==> src/rtl/clock_pkg.sv <==
// Shared types and constants for the BCD timekeeping core: mode encoding,
// field limits and BCD increment helpers.
package clock_pkg;

  typedef logic [3:0] bcd_digit_t;

  typedef enum logic [1:0] {
    MODE_RUN     = 2'd0,
    MODE_SET_HR  = 2'd1,
    MODE_SET_MIN = 2'd2
  } mode_t;

  localparam logic [7:0] SEC_MAX     = 8'h59;
  localparam logic [7:0] MIN_MAX     = 8'h59;
  localparam logic [7:0] HR_MAX_24   = 8'h23;
  localparam logic [7:0] HR_RESET_12 = 8'h12;

  // Two-digit BCD +1; the caller handles the field wrap.
  function automatic logic [7:0] bcd_inc(input logic [7:0] v);
    bcd_digit_t tens;
    bcd_digit_t units;
    tens  = v[7:4];
    units = v[3:0];
    if (units == 4'd9) begin
      return {tens + 4'd1, 4'd0};
    end
    return {tens, units + 4'd1};
  endfunction

  function automatic logic [7:0] next_hour12(input logic [7:0] h);
    if (h == HR_RESET_12) begin
      return 8'h01;
    end
    return bcd_inc(h);
  endfunction

endpackage

==> src/rtl/bcd_mod_counter.sv <==
// Two-digit BCD counter wrapping at MAX back to 00; carry pulses
// combinationally in the cycle whose increment causes the wrap.
module bcd_mod_counter
  import clock_pkg::*;
#(
  parameter logic [7:0] MAX = SEC_MAX
) (
  input  logic       clk,
  input  logic       rst,
  input  logic       inc,
  output logic [7:0] value,
  output logic       carry
);

  assign carry = inc && (value == MAX);

  always_ff @(posedge clk) begin
    if (rst) begin
      value <= 8'h00;
    end else if (inc) begin
      value <= (value == MAX) ? 8'h00 : bcd_inc(value);
    end
  end

endmodule

==> src/rtl/bcd_time_counter.sv <==
// Timekeeping core: 1 Hz prescaler, BCD hh:mm:ss, button-driven set mode.
// Define BCD_TIME_TWELVE_HOUR_EN for 12-hour format with a PM flag.
module bcd_time_counter
  import clock_pkg::*;
#(
  parameter int TICKS_PER_SEC = 100000000,
  parameter int PRESC_W       = 27
) (
  input  logic        clk,
  input  logic        rst,
  input  logic        btn_mode,
  input  logic        btn_inc,
  output logic [15:0] bcd,
  output logic        colon,
  output logic        sec_tick,
  output logic [1:0]  mode,
  output logic        pm
);

  localparam logic [PRESC_W-1:0] PRESC_LAST = PRESC_W'(TICKS_PER_SEC - 1);
  localparam logic [PRESC_W-1:0] PRESC_HALF = PRESC_W'(TICKS_PER_SEC / 2);

  logic [1:0] btn_sync1, btn_sync2, btn_prev, btn_pulse;
  logic       mode_pulse, inc_pulse;

  // Bit 1 is the mode button, bit 0 the increment button.
  always_ff @(posedge clk) begin
    if (rst) begin
      btn_sync1 <= 2'b00;
      btn_sync2 <= 2'b00;
      btn_prev  <= 2'b00;
      btn_pulse <= 2'b00;
    end else begin
      btn_sync1 <= {btn_mode, btn_inc};
      btn_sync2 <= btn_sync1;
      btn_prev  <= btn_sync2;
      btn_pulse <= btn_sync2 & ~btn_prev;
    end
  end

  assign mode_pulse = btn_pulse[1];
  assign inc_pulse  = btn_pulse[0] & ~btn_pulse[1];

  mode_t              state_q, state_d;
  logic [PRESC_W-1:0] presc_q, presc_d;
  logic               tick_d;

  always_comb begin
    state_d = state_q;
    presc_d = presc_q;
    if (mode_pulse) begin
      case (state_q)
        MODE_RUN:    state_d = MODE_SET_HR;
        MODE_SET_HR: state_d = MODE_SET_MIN;
        default:     state_d = MODE_RUN;
      endcase
    end
    if (state_q == MODE_RUN) begin
      presc_d = (presc_q == PRESC_LAST) ? '0 : presc_q + 1'b1;
    end else if (state_q == MODE_SET_MIN && mode_pulse) begin
      presc_d = '0;
    end
    // Registered tick is high exactly while the prescaler sits at its last count.
    tick_d = (state_d == MODE_RUN) && (presc_d == PRESC_LAST);
  end

  always_ff @(posedge clk) begin
    if (rst) begin
      state_q  <= MODE_RUN;
      presc_q  <= '0;
      sec_tick <= 1'b0;
    end else begin
      state_q  <= state_d;
      presc_q  <= presc_d;
      sec_tick <= tick_d;
    end
  end

  logic       sec_clr, sec_carry, min_carry, min_inc, hr_inc;
  logic [7:0] sec_val, min_val, hr_val;
  logic       unused_bits;

  assign sec_clr = rst || (state_q == MODE_SET_MIN && mode_pulse);
  assign min_inc = (state_q == MODE_RUN) ? sec_carry
                                         : (state_q == MODE_SET_MIN && inc_pulse);
  assign hr_inc  = (state_q == MODE_RUN) ? min_carry
                                         : (state_q == MODE_SET_HR && inc_pulse);

  bcd_mod_counter #(.MAX(SEC_MAX)) u_sec (
    .clk   (clk),
    .rst   (sec_clr),
    .inc   (sec_tick),
    .value (sec_val),
    .carry (sec_carry)
  );

  bcd_mod_counter #(.MAX(MIN_MAX)) u_min (
    .clk   (clk),
    .rst   (rst),
    .inc   (min_inc),
    .value (min_val),
    .carry (min_carry)
  );

`ifdef BCD_TIME_TWELVE_HOUR_EN
  logic pm_q;

  // 12-hour sequence 12, 01 .. 11, 12; PM flips on every 11 -> 12 step.
  always_ff @(posedge clk) begin
    if (rst) begin
      hr_val <= HR_RESET_12;
      pm_q   <= 1'b0;
    end else if (hr_inc) begin
      hr_val <= next_hour12(hr_val);
      if (hr_val == 8'h11) begin
        pm_q <= ~pm_q;
      end
    end
  end

  assign pm          = pm_q;
  assign unused_bits = ^sec_val;
`else
  logic hr_carry;

  bcd_mod_counter #(.MAX(HR_MAX_24)) u_hr (
    .clk   (clk),
    .rst   (rst),
    .inc   (hr_inc),
    .value (hr_val),
    .carry (hr_carry)
  );

  assign pm          = 1'b0;
  assign unused_bits = ^{sec_val, hr_carry};
`endif

  assign bcd   = {hr_val, min_val};
  assign mode  = state_q;
  assign colon = (state_q != MODE_RUN) || (presc_q < PRESC_HALF);

endmodule

==> config.mk <==
export PLATFORM = sky130hd
export DESIGN_NAME = bcd_time_counter
export DESIGN_NICKNAME = d
export VERILOG_FILES = /design/src/rtl/clock_pkg.sv /design/src/rtl/bcd_mod_counter.sv /design/src/rtl/bcd_time_counter.sv
export SDC_FILE = /design/constraint.sdc
export NUM_CORES = 1
export LEC_CHECK = 0
export BUFFER_PORTS_ARGS = -buffer_cell sky130_fd_sc_hd__buf_4
export CAP_MARGIN = 20
export CORE_MARGIN = 3
export CORE_UTILIZATION = 45
export CTS_CLUSTER_DIAMETER = 80
export CTS_CLUSTER_SIZE = 12
export DETAILED_ROUTE_END_ITERATION = 8
export PLACE_DENSITY = 0.65
export SLEW_MARGIN = 10
export SYNTH_ARGS = -nofsm -noshare
export SYNTH_HDL_FRONTEND = slang
export SYNTH_SLANG_ARGS = --single-unit
==> constraint.sdc <==
create_clock -name clk -period 2.12 [get_ports clk]
set_input_delay 0.424 -clock clk [delete_from_list [all_inputs] [get_ports clk]]
set_output_delay 0.424 -clock clk [all_outputs]
set_load 0.01 [all_outputs]
==> results.cfg <==
[min_path]
hold_path_class = primary input to flop
holdPathStages = 2
min_from = btn_inc
hold_end = btn_sync1[0]

[final_layout]
n_antenna_cell = 0
layout-drive-gt1-share_pct = 38.79
layout.nets = 574
syn_to_final_growth_pct = 44.57
design_area_um2 = 5032

[clocking]
numCtsBuffers = 9
cts_max_level = 3
clock_latency_ps = 360
root_buffer = clkbuf_8
hold_buffers = 0
cts.sinks = 62
cts_tree = built
clkTransAtPathRegs_ps = 80
cts_max_path_buffers = 2

[global_route]
antenna_found_initial = 0
grt_pass1_wl_mm = 16.20
grt_pass1_vias = 3428
grt_max_degree = 27
gr-total-overflow = 0
grt_use_total_pct = 23.17

[logic_synthesis]
syn_inst = 437
ys.flop_type = dfxtp_1
ys_warn_count = 0
synth_seq_area_share_pct = 35.66
synth_edf_count = 0
synthArstFlopShare_pct = 0
syn-num-nets = 454
syn-cell-area_um2 = 3481
ys_types = 58
ys_ff_latch = 62
syn_area_per_cell_um2 = 7.965

[floorplan]
die_area_um2 = 8827
die_width_um = 93.95
rows = 31
coreArea_um2 = 7370
ios = 25
die_y_um = 93.95
initial_core_util_pct = 47.23

[run]
cap_viol_max_count = 0

[sta]
finalHoldViolCount = 0
rsz0062_at_grt = true
max_freq_ghz = 0.4261
setup_slack_ps = -227.1
period_share_pct = 110.7
setup_violations = 18
clock_skew_ps = 9.836
drv_slew = 0
finalSetupTns_ps = -1843
period_needed_ps = 2347

[place]
place_area_um2 = 4425
dp_hpwl_mm = 6.922
io_buffer_count = 23
gp_congestion = 0.9476

[worst_setup_path]
reg2reg_depth = 8
crit_fanout = 6
r2r_slack_ps = -230
r2r-end = presc_q[15]
worstPathRequired_ps = 2360
end_kind = flop
crit_type = flop to flop
critPathArrivalTime_ps = 2590
regToRegStartpoint = presc_q[11]
cp-start-kind = flop

[drt]
drt-initial-drc-count = 264
wl_per_cell_um = 15.52
viasPerCell = 5.667
wl_mm = 10.26
route.detailed.drc = 0
detail-route-antenna-nets = 0
firstDrtPassIters = 5
via_count = 3746

[pwr]
p_leak_nw = 2.028
p_per_area_nw_per_um2 = 510.1
vdd_ir_drop_max_mv = 0.3663

[run_status]
status = complete, but fails checks
violations = negative setup slack
## worst max path at each step
| stage | startpoint | endpoint | slack [ps] |
|---|---|---|---|
| after floorplan | presc_q[5] | sec_tick | -180 |
| after global placement | presc_q[9] | sec_tick | -190 |
| after detailed placement | presc_q[9] | sec_tick | -210 |
| after CTS | presc_q[11] | sec_tick | -220 |
| after global routing | presc_q[1] | sec_tick | -330 |
| final | presc_q[11] | presc_q[15] | -230 |
## stage by stage
| step | setup WS [ps] | power (W) | hold slack [ps] | std cells | util, % |
|---|---|---|---|---|---|
| after global placement | -186.7 | 0.001361 | 374.6 | 629 | 60.05 |
| final | -227.1 | 0.002567 | 278.9 | 661 | 68.29 |
| after detailed placement | -209.6 | 0.001363 | 375.5 | 629 | 60.05 |
| after global routing | -325.2 | 0.002659 | 271.1 | 661 | 68.29 |
| after CTS | -217.8 | 0.002550 | 270.2 | 653 | 64.24 |
| after floorplan | -184.5 | 0.001299 | 367.4 | 437 | - |
## layout by cell type, fill, tap and decap left out, types with 9 or more instances in the layout
| cell | Yosys | layout |
|---|---|---|
| buf_4 | 1 | 127 |
| dfxtp_1 | 62 | 59 |
| nor2_1 | 57 | 52 |
| nand2_1 | 33 | 24 |
| a21oi_1 | 35 | 24 |
| inv_1 | 15 | 15 |
| nor2b_1 | 14 | 13 |
| nand3_1 | 15 | 13 |
| nand4_1 | 12 | 12 |
| ha_1 | 13 | 12 |
| buf_6 | 2 | 12 |
| a21oi_2 | 0 | 11 |
| o21ai_0 | 13 | 10 |
| nor3_1 | 12 | 10 |
| nand2_2 | 0 | 9 |
| xor2_1 | 9 | 9 |
| clkbuf_8 | 0 | 9 |
## cell type report
| class | instances | area, µm² |
|---|---|---|
| multi-input combinational | 329 | 2277 |
| clock inverter | 7 | 97.59 |
| inverter | 15 | 56.30 |
| tap | 99 | 123.9 |
| fill | 594 | 2337 |
| timing repair buffer | 140 | 1109 |
| sequential | 62 | 1245 |
| clock buffer | 9 | 123.9 |
## synth_stat cells, drive strengths merged, types with 2 or more instances
cell	n	area (µm²)
a21oi	35	175.2
nand2b	3	18.77
a311oi	8	70.07
a22oi	5	37.54
o31a	2	17.52
nor4	11	96.34
nand4	12	75.07
nand4b	2	17.52
or4	5	41.29
nor3b	2	15.01
xnor2	5	43.79
nor4b	2	17.52
nor3	12	60.06
or3	4	30.03
and3b	3	26.28
buf	13	77.58
and4	3	26.28
o31ai	3	36.28
o21ai	19	98.84
or2	4	25.02
and3	9	56.30
a41oi	4	35.03
clkbuf	18	67.56
mux2i	3	30.03
o32ai	3	26.28
a2111oi	2	17.52
nor2b	14	87.58
dfxtp	62	1241
nand3b	2	15.01
a211oi	8	60.06
inv	15	56.30
ha	13	162.7
o2111ai	2	17.52
a31oi	5	31.28
nand3	15	75.07
nand2	33	123.9
xor2	9	78.83
o21bai	2	15.01
nor2	57	214.0
## power by group
part           internal (W)  switching (W)
sequential          0.00118     0.00000866
clock              0.000665       0.000522
combinational     0.0000871       0.000108
total               0.00193       0.000638
## timing repair
item	CTS	global route
pin swaps	5	25
endpoints found under the setup margin	17	29
hold endpoints to repair	0	0
resized for setup	9	57
setup buffers	8	9
## state kept, by name (all words and copies together) (netlist names)
signal       cells
presc_q         27
btn_pulse        2
mode             2
sec_tick         1
btn_prev         2
u_min.value      8
u_sec.value      8
btn_sync2        2
u_hr.value       8
btn_sync1        2
## worst max-delay path, stage by stage, from the launching register on
cell     delay (ps)
dfxtp_2         320
or4_4           530
or3_4           370
o31a_1          360
buf_4           180
buf_6           130
a21oi_2         110
a31oi_1          70
nor2b_1         160
## layer usage
layer	vias to the layer above	wire, µm	global-route usage [%]
met5	-	0	0
met4	0	288	8.544
met3	33	591	6.010
met2	127	4853	36.07
met1	1758	4523	30.76
li1	1828	-	-
## cells by family (layout without fill, tap and decap cells)
kind of cell	Yosys count	count (layout)	share of synthesized area, %
AND/OR/NAND/NOR	194	194	29.62
AO/OA/AOI/OAI	104	104	19.77
flip-flops	62	62	35.66
buffers and inverters	46	171	5.787
XOR/XNOR	14	14	3.523
adder cells (fa/ha/maj)	13	13	4.673
multiplexers	3	3	0.8627
other	1	1	0.1077
(Power assumes the default switching activity.)
